`config.mk`:
```
export PLATFORM = sky130hd
export DESIGN_NAME = instr_mem_loader
export DESIGN_NICKNAME = d
export VERILOG_FILES = /design/src/rtl/instr_mem_loader.sv
export SDC_FILE = /design/constraint.sdc
export NUM_CORES = 1
export LEC_CHECK = 0
export CAP_MARGIN = 20
export CORE_MARGIN = 3
export CORE_UTILIZATION = 50
export DETAILED_ROUTE_END_ITERATION = 10
export PLACE_DENSITY = 0.78
export SLEW_MARGIN = 20
export SYNTH_ARGS = -nofsm -noshare
export SYNTH_HDL_FRONTEND = slang
export SYNTH_SLANG_ARGS = --single-unit
```
`constraint.sdc`:
```
create_clock -name clk_i -period 2.38 [get_ports clk_i]
set_clock_uncertainty 0.15 [all_clocks]
set_input_delay 0.476 -clock clk_i [delete_from_list [all_inputs] [get_ports clk_i]]
set_output_delay 0.476 -clock clk_i [all_outputs]
set_load 0.05 [all_outputs]
```
`src/rtl/instr_mem_loader.sv`:
```
// instr_mem_loader
// Writer side of the instruction memory. A program image arrives as a byte
// stream over a valid/ready handshake. The loader packs the bytes
// little-endian into DATA_WIDTH-bit words and writes each word to the next
// word location through a single-cycle write port. The CPU is held in reset
// while a load is in progress, and the outcome is flagged as done or error.
//
// Flow: IDLE/DONE/ERR --start--> RECV <-> WRITE --last word--> DONE
//       A zero-length load goes straight to DONE.
//       An out-of-range length goes straight to ERR.

module instr_mem_loader #(
  parameter int DATA_WIDTH = 32,
  parameter int ADDR_WIDTH = 10
) (
  input  logic                  clk_i,
  input  logic                  rst_ni,
  input  logic                  start_i,
  input  logic [ADDR_WIDTH:0]   len_words_i,
  input  logic                  byte_valid_i,
  input  logic [7:0]            byte_data_i,
  output logic                  byte_ready_o,
  output logic                  we_o,
  output logic [31:0]           waddr_o,
  output logic [DATA_WIDTH-1:0] wdata_o,
  output logic                  busy_o,
  output logic                  hold_cpu_o,
  output logic                  done_o,
  output logic                  err_o
);

  // Bytes per word, and the width of the byte-within-word counter.
  localparam int BYTES = DATA_WIDTH / 8;
  localparam int BCW   = (BYTES > 1) ? $clog2(BYTES) : 1;

  // Length and word counters carry one extra bit so that a full-depth load
  // (2**ADDR_WIDTH words) can be represented.
  localparam int LW = ADDR_WIDTH + 1;

  localparam logic [LW-1:0]  MAX_LEN   = LW'(1) << ADDR_WIDTH;
  localparam logic [BCW-1:0] LAST_BYTE = BCW'(BYTES - 1);

  typedef enum logic [2:0] {
    S_IDLE,
    S_RECV,
    S_WRITE,
    S_DONE,
    S_ERR
  } state_e;

  state_e                state_q,    state_d;
  logic [LW-1:0]         len_q,      len_d;
  logic [LW-1:0]         word_cnt_q, word_cnt_d;
  logic [BCW-1:0]        byte_cnt_q, byte_cnt_d;
  logic [DATA_WIDTH-1:0] asm_q,      asm_d;
  logic [31:0]           waddr_q,    waddr_d;
  logic [DATA_WIDTH-1:0] wdata_q,    wdata_d;

  // Handshake and status outputs decode the registered state only.
  // This keeps them glitch-free and independent of the inputs.
  assign byte_ready_o = (state_q == S_RECV);
  assign we_o         = (state_q == S_WRITE);
  assign busy_o       = (state_q == S_RECV) || (state_q == S_WRITE);
  assign hold_cpu_o   = busy_o;
  assign done_o       = (state_q == S_DONE);
  assign err_o        = (state_q == S_ERR);

  // The write address and data come from dedicated registers.
  // They are loaded on the entry to WRITE and keep their value afterwards;
  // only we_o qualifies them.
  assign waddr_o = waddr_q;
  assign wdata_o = wdata_q;

  // Next-state logic, counter logic and word assembly.
  always_comb begin
    // NOTE: every signal assigned in this block gets a default first, so no
    // path leaves a value unassigned and no latch is inferred.
    state_d    = state_q;
    len_d      = len_q;
    word_cnt_d = word_cnt_q;
    byte_cnt_d = byte_cnt_q;
    asm_d      = asm_q;
    waddr_d    = waddr_q;
    wdata_d    = wdata_q;

    unique case (state_q)
      S_IDLE, S_DONE, S_ERR: begin
        if (start_i) begin
          len_d      = len_words_i;
          word_cnt_d = '0;
          byte_cnt_d = '0;
          if (len_words_i == '0) begin
            state_d = S_DONE;
          end else if (len_words_i > MAX_LEN) begin
            state_d = S_ERR;
          end else begin
            state_d = S_RECV;
          end
        end
      end

      S_RECV: begin
        if (byte_valid_i) begin
          // Place the accepted byte into its little-endian lane of the word.
          for (int k = 0; k < BYTES; k++) begin
            if (byte_cnt_q == BCW'(k)) begin
              asm_d[8*k +: 8] = byte_data_i;
            end
          end
          if (byte_cnt_q == LAST_BYTE) begin
            // The word is complete. Capture the write beat for the next cycle.
            byte_cnt_d = '0;
            waddr_d    = 32'({word_cnt_q, 2'b00});
            wdata_d    = asm_d;
            state_d    = S_WRITE;
          end else begin
            byte_cnt_d = byte_cnt_q + 1'b1;
          end
        end
      end

      S_WRITE: begin
        // The write takes exactly one cycle. After it, advance to the next
        // word slot, or finish the load.
        word_cnt_d = word_cnt_q + 1'b1;
        if (word_cnt_d == len_q) begin
          state_d = S_DONE;
        end else begin
          state_d = S_RECV;
        end
      end

      default: begin
        state_d = S_IDLE;
      end
    endcase
  end

  // State and datapath registers, all with the asynchronous reset.
  always_ff @(posedge clk_i or negedge rst_ni) begin
    if (!rst_ni) begin
      // NOTE: the assembly buffer is an ordinary flop bank, not a RAM array.
      // It therefore takes the reset, so a partial word is cleared.
      state_q    <= S_IDLE;
      len_q      <= '0;
      word_cnt_q <= '0;
      byte_cnt_q <= '0;
      asm_q      <= '0;
      waddr_q    <= '0;
      wdata_q    <= '0;
    end else begin
      // NOTE: non-blocking assignments make every register update from the
      // pre-edge values, whatever order the statements are written in.
      state_q    <= state_d;
      len_q      <= len_d;
      word_cnt_q <= word_cnt_d;
      byte_cnt_q <= byte_cnt_d;
      asm_q      <= asm_d;
      waddr_q    <= waddr_d;
      wdata_q    <= wdata_d;
    end
  end

endmodule

```
==> results.ini, run 1 <==
[outcome]
status = completed

[placed_design]
io_buffer_count = 71
preCtsSetupSlack_ns = 0.1380
gp_congestion = 0.8643
hpwl_um = 6178

[synth]
synth_seq_cells = 94
netlist_area_um2 = 4488
yosysSeqAreaShare = 0.5241
synthTopCellsByArea = dfrtp_1 52%, mux2_2 14%, mux2i_1 6.2%
synth_top_area_share = 0.5241
syn-instance-count = 394
async_flop_share = 1.000
yosysTopAreaCell = dfrtp_1
ys.flop_type = dfrtp_1
syn_avg_cell_area_um2 = 11.39
yosysUniqueCellTypes = 38
ys_warn_count = 0
synth_edf_count = 0

[global_routing]
grt_max_degree = 95
antenna_found_initial = 0
grt_pass1_vias = 3007
met1_usage = 0.2634
use_met2 = 0.2699
met3_usage = 0.02907
track_usage = 0.1810
grt_overflow = 0
grt_pass1_wl_um = 14460
top_usage_layer = met2

[floorplan]
dieArea_um2 = 10150
die-width_um = 100.7
core.rowCount = 33
ioPinCount = 93
fp.coreArea_um2 = 8464
dieHeight_um = 100.7
start_util = 0.5302

[drt]
vias = 3089
wl_per_cell_um = 14.79
ant_nets = 0
drt-total-wl_um = 8549
drtIter0Drc = 146
drcViolationCount = 0
vias_per_cell = 5.344
dr.pass1.iters = 5

[timing]
whs_ns = 0.001360
hold_viol = 0
setup_ws_ns = 0.1674
slew_viol_final = 0
setup_tns_ns = 0
setup_viol = 0
max_freq_mhz = 452.0
final.period_utilization = 0.9297
min_period_ns = 2.213
relSlewSlack = 0.6521
tightest_slew_ns = 0.5202
rsz0062_at_grt = false

[power_and_ir_drop]
p_leak_uw = 0.002471
ir_worst_vdd_uv = 900.5
power_density_nw_per_um2 = 1277

[setup_path]
required_ns = 1.75
start_kind = flop
crit_path_end_kind = output port
rr_worst_depth = 6
crit_fanout = 6
cp_slowest_cell = or3_4
critPathKind = reg2out
crit_chain = or3_4, o21ai_2, buf_12
crit_arrival_ns = 1.59
cpPeakStageDelay_ns = 0.46

[layout]
nets = 496
syn2layout_area_growth_pct = 22.02
insertedDiodeCount = 0
drive_above_1_share = 0.2093

[clock_tree]
numCtsBuffers = 9
h-tree-depth = 3
tritoncts = built
cts.sinks = 94
clk_pin_slew_worst_paths_ns = 0.09
clock_latency_ns = 0.36
root_buffer = clkbuf_8
clockBufferDepth = 2

[job]
max-cap-violations = 0

[worst_hold_path]
min_path_type = in2async

==> cells in the final DEF (no fill, tap or decap), drive strengths merged, types with 6 or more instances in the layout <==
cell           instances
dfrtp                 94
buf                   21
mux2                  54
nand3                  6
inv                   10
clkdlybuf4s50         64
conb                  21
o21ai                 21
nand2                 20
nor2                  38
a21oi                 30
xor2                   8
mux2i                 28
clkbuf                 9
xnor2                  8
==> registers in the layout (all words and copies together) (netlist names) <==
register / flops
asm_q: 24
wdata_o: 32
waddr_o: 11
len_q: 11
word_cnt_q: 11
state_q: 3
byte_cnt_q: 2
==> critical path, delay by kind of cell (launching register included) <==
family,cells,cell delay [ns]
AOI/OAI and AO/OA,1,0.14
buffers and inverters,1,0.18
DFF,1,0.45
and+or+nand+nor,1,0.46
==> power breakdown <==
part | internal (uW) | total [uW] | switching (uW)
clock network | 403 | 995 | 591
registers | 2210 | 2580 | 369
logic | 1380 | 3420 | 2040
total | 4000 | 6990 | 3000
==> final timing paths <==
check	start	to	slack (ns)
worst max-delay path	state_q[2]	hold_cpu_o	0.17
worst min-delay path	rst_ni	len_q[5]	0.001
worst max register to register	word_cnt_q[0]	state_q[1]	0.26
worst min register to register	asm_q[1]	asm_q[1]	0.36
max in group asynchronous	rst_ni	state_q[1]	1.70
min in group clk_i	asm_q[1]	asm_q[1]	0.36
==> per-stage QoR <==
stage | area (um^2) | cells | util | total power, uW
floorplan | 4567 | 414 | - | 4988
global placement | 5266 | 560 | 0.6222 | 5964
detailed placement | 5266 | 560 | 0.6222 | 6058
CTS | 5456 | 576 | 0.6446 | 7059
finish | 5477 | 578 | 0.6470 | 6991
global route | 5477 | 578 | 0.6470 | 7398
==> repair_timing <==
action	CTS	global route
pin swaps	0	0
buffers inserted	0	2
endpoints found under the setup margin	3	3
gates resized for setup	1	2
hold buffers	0	0
==> metal layers <==
layer,share of wire,vias to the layer above
li1,-,1484
met1,0.49,1506
met2,0.45,91
met3,0.045,8
met4,0.013,0
met5,0,-
==> cells by family (layout without fill, tap and decap cells) <==
logic type | count (synthesis) | count (layout) | share of synthesized area
XOR/XNOR | 16 | 16 | 0.03123
AND/OR/NAND/NOR | 86 | 86 | 0.08698
multiplexers | 82 | 82 | 0.1979
flip-flops | 94 | 94 | 0.5241
AO/OA/AOI/OAI | 62 | 62 | 0.07751
other | 1 | 21 | 0.0008356
adder cells (fa/ha/maj) | 5 | 5 | 0.01394
buffers and inverters | 48 | 107 | 0.06746
==> area by class of cell <==
cell class / count / area [um^2]
clock buffers: 9 / 123.9
clock inverters: 7 / 65.06
fillers: 645 / 2988
inverters: 6 / 25.02
multi-input cells: 272 / 1917
flip-flops and latches: 94 / 2354
well taps: 105 / 131.4
repair buffers: 85 / 860.8
==> Yosys cell counts (all sizes together), types with 2 or more instances <==
master	n
mux2	54
buf	39
xor2	8
inv	5
o21ai	21
nand4	3
nor2	38
nand2	20
nand3	6
mux2i	28
dfrtp	94
ha	5
nor3	3
a21oi	30
nor2b	2
and3	3
o31ai	4
clkbuf	3
nor4	5
and2	5
xnor2	8
Power figures use the tool's default switching activity.
==> inputs of run 2 (changes only) <==
--- a/config.mk
+++ b/config.mk
@@ -5,11 +5,11 @@
 export SDC_FILE = /design/constraint.sdc
 export NUM_CORES = 1
 export LEC_CHECK = 0
-export CAP_MARGIN = 20
 export CORE_MARGIN = 3
 export CORE_UTILIZATION = 50
 export DETAILED_ROUTE_END_ITERATION = 10
 export PLACE_DENSITY = 0.78
+export SKIP_CTS_REPAIR_TIMING = 1
 export SLEW_MARGIN = 20
 export SYNTH_ARGS = -nofsm -noshare
 export SYNTH_HDL_FRONTEND = slang
==> run 2 against run 1 <==
Effect of this change: critical path depth is the same; power about the same; clock power hardly changed; first-iteration DRC count is 34% lower; routed wire length unchanged; global-route usage stayed put; register-to-register slack worse by 0.04 ns; largest power group unchanged.
==> results.ini, run 2 (same netlist as run 1, synthesis figures left out) <==
[timing]
tightest_slew_ns = 0.5174  ; was 0.5202 ns
setup_viol = 0  ; unchanged
rsz0062_at_grt = false  ; unchanged
hold_viol = 0  ; unchanged
relSlewSlack = 0.6540  ; was 0.6521
final.period_utilization = 0.9303  ; was 0.9297
max_freq_mhz = 451.6  ; was 452.0 MHz
setup_tns_ns = 0  ; unchanged
slew_viol_final = 0  ; unchanged
min_period_ns = 2.214  ; was 2.213 ns

[drt]
ant_nets = 0  ; unchanged
vias_per_cell = 5.346  ; was 5.344
drt-total-wl_um = 8549  ; unchanged
vias = 3090  ; was 3,089
dr.pass1.iters = 4  ; was 5
drcViolationCount = 0  ; unchanged
wl_per_cell_um = 14.79  ; unchanged
drtIter0Drc = 97  ; was 146

[placed_design]
placed_cells = 560  ; unchanged
io_buffer_count = 71  ; unchanged
hpwl_um = 6178  ; unchanged
gp_congestion = 0.8643  ; unchanged

[global_routing]
antenna_found_initial = 0  ; unchanged
track_usage = 0.1810  ; unchanged
grt_max_degree = 95  ; unchanged
grt_pass1_vias = 3007  ; unchanged
grt_overflow = 0  ; unchanged
grt_pass1_wl_um = 14460  ; unchanged

[power_and_ir_drop]
seqPwrFrac = 0.369  ; about the same
p_sw_uw = 2995  ; was 2996 uW
combPwrFrac = 0.489  ; about the same
power_frac_clock = 0.142  ; about the same
swShare = 0.4284  ; was 0.4285
cellInternalPower_uw = 3995  ; about the same
power_density_nw_per_um2 = 1276  ; was 1277 nW/um^2
ir_worst_vdd_uv = 902.3  ; was 900.5 uV
p_leak_uw = 0.002471  ; unchanged

[floorplan]
die-width_um = 100.7  ; unchanged
fp.coreArea_um2 = 8464  ; unchanged
dieArea_um2 = 10150  ; unchanged
core.rowCount = 33  ; unchanged
start_util = 0.5302  ; unchanged
dieHeight_um = 100.7  ; unchanged
ioPinCount = 93  ; unchanged

[layout]
layout_commonest_cell = dfrtp_1  ; unchanged
syn2layout_area_growth_pct = 22.02  ; unchanged
nets = 496  ; unchanged
final_cell_mix = 93 x dfrtp_1, 64 x clkdlybuf4s50_1, 54 x mux2_2  ; unchanged
fin_cells = 578  ; unchanged
fill_cells = 644  ; was 645
final_util = 0.6470  ; unchanged
largest_reg_flops = 32  ; unchanged
insertedDiodeCount = 0  ; unchanged
drive_above_1_share = 0.2093  ; unchanged

[setup_path]
critPathKind = reg2out  ; unchanged
crit_chain = or3_4, o21ai_2, buf_12  ; unchanged
r2r-start = word_cnt_q[0]  ; unchanged
rr_worst_depth = 6  ; unchanged
required_ns = 1.75  ; about the same
crit_fanout = 6  ; unchanged
rrSetupSlack_ns = 0.22  ; was 0.26 ns
cp_slowest_cell = or3_4  ; unchanged
crit_path_end_kind = output port  ; unchanged
timing.rr.end = state_q[1]  ; unchanged
cpPeakStageDelay_ns = 0.46  ; about the same
start_kind = flop  ; unchanged
crit_arrival_ns = 1.59  ; about the same

[clock_tree]
clk_pin_slew_worst_paths_ns = 0.10  ; was 0.09 ns
tritoncts = built  ; unchanged
clockBufferDepth = 2  ; unchanged
cts.sinks = 94  ; unchanged
h-tree-depth = 3  ; unchanged
clock_latency_ns = 0.36  ; about the same
numCtsBuffers = 9  ; unchanged
root_buffer = clkbuf_8  ; unchanged

[outcome]
status = completed  ; unchanged

[job]
max-cap-violations = 0  ; unchanged

[worst_hold_path]
min_path_type = in2async  ; unchanged

## run 2: cell counts in the layout (fill, tap and decap cells not counted)
No cell type changed its count.
## run 2: worst max-delay path by stage
stage / from / to / slack [ns] / cells past startpoint
2_1_floorplan: state_q[1] / hold_cpu_o / 0.07 / 7
3_3_place_gp: byte_valid_i / waddr_o[4] / 0.18 / 4
3_5_place_dp: byte_valid_i / asm_q[16] / 0.14 / 5
4_1_cts: state_q[1] / hold_cpu_o / -0.06 / 4
5_1_grt: word_cnt_q[0] / state_q[1] / 0.03 / 5
6_report: state_q[2] / hold_cpu_o / 0.17 / 3
## run 2: worst max-delay path, delay by kind of cell, from the launching register on
kind            cells  cell delay (ns)
simple gates        1             0.46
compound gates      1             0.14
flops               1             0.45
buf+inv             1             0.18
## run 2: layout make-up
cell class | instances | area (um^2) | share of cell area
Timing Repair Buffer | 85 | 860.8 | 0.1572
Clock inverter | 7 | 65.06 | 0.01188
Clock buffer | 9 | 123.9 | 0.02262
Tap cell | 105 | 131.4 | 0.02399
Inverter | 6 | 25.02 | 0.004569
Multi-Input combinational cell | 272 | 1917 | 0.3500
Sequential cell | 94 | 2354 | 0.4297
## run 2: metal layers
| metal | GRT usage | vias up | share of wire |
|---|---|---|---|
| li1 | - | 1487 | - |
| met1 | 0.2634 | 1500 | 0.48 |
| met2 | 0.2699 | 93 | 0.45 |
| met3 | 0.02907 | 10 | 0.054 |
| met4 | 0.07565 | 0 | 0.014 |
| met5 | 0 | - | 0 |
## run 2: power by group through the flow
stage                     registers, uW  logic (uW)  clock network [uW]
after floorplan                    3530        1460                   0
after global placement             2590        3370                   0
after detailed placement           2620        3440                   0
after CTS                          2590        3450                1020
after global routing               2670        3640                1090
final                              2580        3420                 994
## run 2: stage by stage
stage               setup slack (ns)  hold WS, ns  total power, uW  instance area, um^2
CTS                         -0.06236     0.009761             7059                 5455
global route                 0.03153      0.02532             7398                 5477
detailed placement            0.1380       0.3422             6058                 5266
finish                        0.1658     0.004953             6990                 5477
global placement              0.1830       0.3358             5964                 5266
floorplan                    0.07075      0.03041             4988                 4567
==> inputs of run 3 (changes only) <==
--- a/config.mk
+++ b/config.mk
@@ -5,6 +5,7 @@
 export SDC_FILE = /design/constraint.sdc
 export NUM_CORES = 1
 export LEC_CHECK = 0
+export CAP_MARGIN = 10
 export CORE_MARGIN = 3
 export CORE_UTILIZATION = 50
 export DETAILED_ROUTE_END_ITERATION = 10
==> constraint.sdc (replaced) <==
create_clock -name clk_i -period 2.4 [get_ports clk_i]
set_clock_uncertainty 0.15 [all_clocks]
set_input_delay 0.48 -clock clk_i [delete_from_list [all_inputs] [get_ports clk_i]]
set_output_delay 0.48 -clock clk_i [all_outputs]
set_load 0.05 [all_outputs]
==> run 3 against run 2 <==
Effect of this change: the run now ends with negative hold slack left; routed wire length up 0.95%; critical path depth is 1 higher; sequential cell count is the same; power down 1.2%; combinational power about the same; clock power is 3.5% lower; setup slack got worse by 0.040 ns; first-iteration DRC count grew 120%; sequential share of layout area is 0.21 points higher; final cell count is 0.52% lower; non-clock buffer count shrank 3; core utilization shrank 0.31 points.
==> results.ini, run 3 (same netlist as run 1, synthesis figures left out) <==
[timing]
whs_ns = -0.01287  ; was 0.004953 ns
hold_viol = 10  ; was 0
final.period_utilization = 0.9475
relSlewSlack = 0.6568  ; was 0.6540
slew_viol_final = 0  ; unchanged
setup_tns_ns = 0  ; unchanged
min_period_ns = 2.274
rsz0062_at_grt = false  ; unchanged
max_freq_mhz = 439.8
tightest_slew_ns = 0.5132  ; was 0.5174 ns
setup_ws_ns = 0.1260  ; was 0.1658 ns
setup_viol = 0  ; unchanged

[drt]
vias = 3059  ; was 3,090
ant_nets = 0  ; unchanged
drt-total-wl_um = 8630  ; was 8549 um
drtIter0Drc = 214  ; was 97
drcViolationCount = 0  ; unchanged
vias_per_cell = 5.320  ; was 5.346
dr.pass1.iters = 4  ; unchanged
wl_per_cell_um = 15.01  ; was 14.79 um

[floorplan]
dieHeight_um = 100.7  ; unchanged
fp.coreArea_um2 = 8464  ; unchanged
dieArea_um2 = 10150  ; unchanged
start_util = 0.5302  ; unchanged
core.rowCount = 33  ; unchanged
ioPinCount = 93  ; unchanged
die-width_um = 100.7  ; unchanged

[global_routing]
grt_pass1_wl_um = 14490  ; was 14,460 um
grt_pass1_vias = 2965  ; was 3,007
antenna_found_initial = 0  ; unchanged
grt_overflow = 0  ; unchanged
track_usage = 0.1816  ; was 0.1810
grt_max_degree = 95  ; unchanged

[layout]
insertedDiodeCount = 0  ; unchanged
largest_reg_flops = 32  ; unchanged
nets = 493  ; was 496
syn2layout_area_growth_pct = 21.44  ; was 22.02%
final_area_um2 = 5450  ; was 5477 um^2
drive_above_1_share = 0.2000  ; was 0.2093
final_cell_mix = 93 x dfrtp_1, 64 x clkdlybuf4s50_1, 54 x mux2_2  ; unchanged
layout_commonest_cell = dfrtp_1  ; unchanged

[setup_path]
crit_path_end_kind = output port  ; unchanged
r2r-start = word_cnt_q[0]  ; unchanged
critPathKind = reg2out  ; unchanged
start_kind = flop  ; unchanged
rrSetupSlack_ns = 0.33  ; was 0.22 ns
crit_arrival_ns = 1.64  ; was 1.59 ns
crit_fanout = 10  ; was 6
rr_worst_depth = 5  ; was 6
required_ns = 1.77  ; was 1.75 ns
timing.rr.end = state_q[1]  ; unchanged

[placed_design]
gp_congestion = 0.8522  ; was 0.8643
io_buffer_count = 71  ; unchanged
preCtsSetupSlack_ns = 0.1562  ; was 0.1380 ns
hpwl_um = 6260  ; was 6178 um
dpl_cell_area_um2 = 5259  ; was 5266 um^2

[job]
max-cap-violations = 0  ; unchanged

[outcome]
status = complete, but fails checks  ; was completed
violations = negative hold slack

[worst_hold_path]
min_path_type = in2async  ; unchanged

[clock_tree]
clock_latency_ns = 0.36  ; about the same
tritoncts = built  ; unchanged
numCtsBuffers = 9  ; unchanged
h-tree-depth = 3  ; unchanged
clk_pin_slew_worst_paths_ns = 0.09  ; was 0.10 ns
clockBufferDepth = 2  ; unchanged
root_buffer = clkbuf_8  ; unchanged
cts.sinks = 94  ; unchanged

[power_and_ir_drop]
p_leak_uw = 0.002439  ; was 0.002471 uW
power_density_nw_per_um2 = 1268  ; was 1276 nW/um^2
ir_worst_vdd_uv = 1021  ; was 902.3 uV

-- run 3: area by class of cell --
cell class / instances / area, um^2
inverter: 6 / 25.02
timing repair buffer: 82 / 838.3
fill: 644 / 3014
sequential: 94 / 2354
multi-input combinational: 272 / 1917
clock inverter: 6 / 57.56
clock buffer: 10 / 127.6
tap: 105 / 131.4
-- run 3: worst max-delay path: stages (launching register included) --
cell	delay (ns)
dfrtp_2	0.48
inv_4	0.07
or3_4	0.41
o21ai_2	0.15
buf_12	0.18
-- run 3: worst max path at each step --
stage / start / end / cells past startpoint
after floorplan: state_q[1] / hold_cpu_o / 7
after global placement: byte_valid_i / waddr_o[4] / 4
after detailed placement: byte_valid_i / waddr_o[2] / 4
after CTS: state_q[1] / hold_cpu_o / 4
after global routing: state_q[1] / hold_cpu_o / 4
final: state_q[1] / hold_cpu_o / 4
-- run 3: per-stage QoR --
step	utilization	cells	total power [uW]
after detailed placement	0.6213	559	6009
after floorplan	-	414	4947
final	0.6439	575	6910
after global placement	0.6213	559	5912
after CTS	0.6432	575	6977
after global routing	0.6439	575	7315
-- run 3: power breakdown --
group / total, uW / internal [uW] / switching (uW)
registers: 2560 / 2190 / 369
logic: 3390 / 1370 / 2020
clock network: 959 / 393 / 566
total: 6910 / 3950 / 2960
-- run 3: metal layers --
metal / wire length [um] / vias to the layer above / global-route usage
met1: 4179 / 1486 / 0.2736
met4: 170 / 0 / 0.06943
met2: 3878 / 82 / 0.2663
li1: - / 1479 / -
met5: 0 / - / 0
met3: 402 / 12 / 0.02561
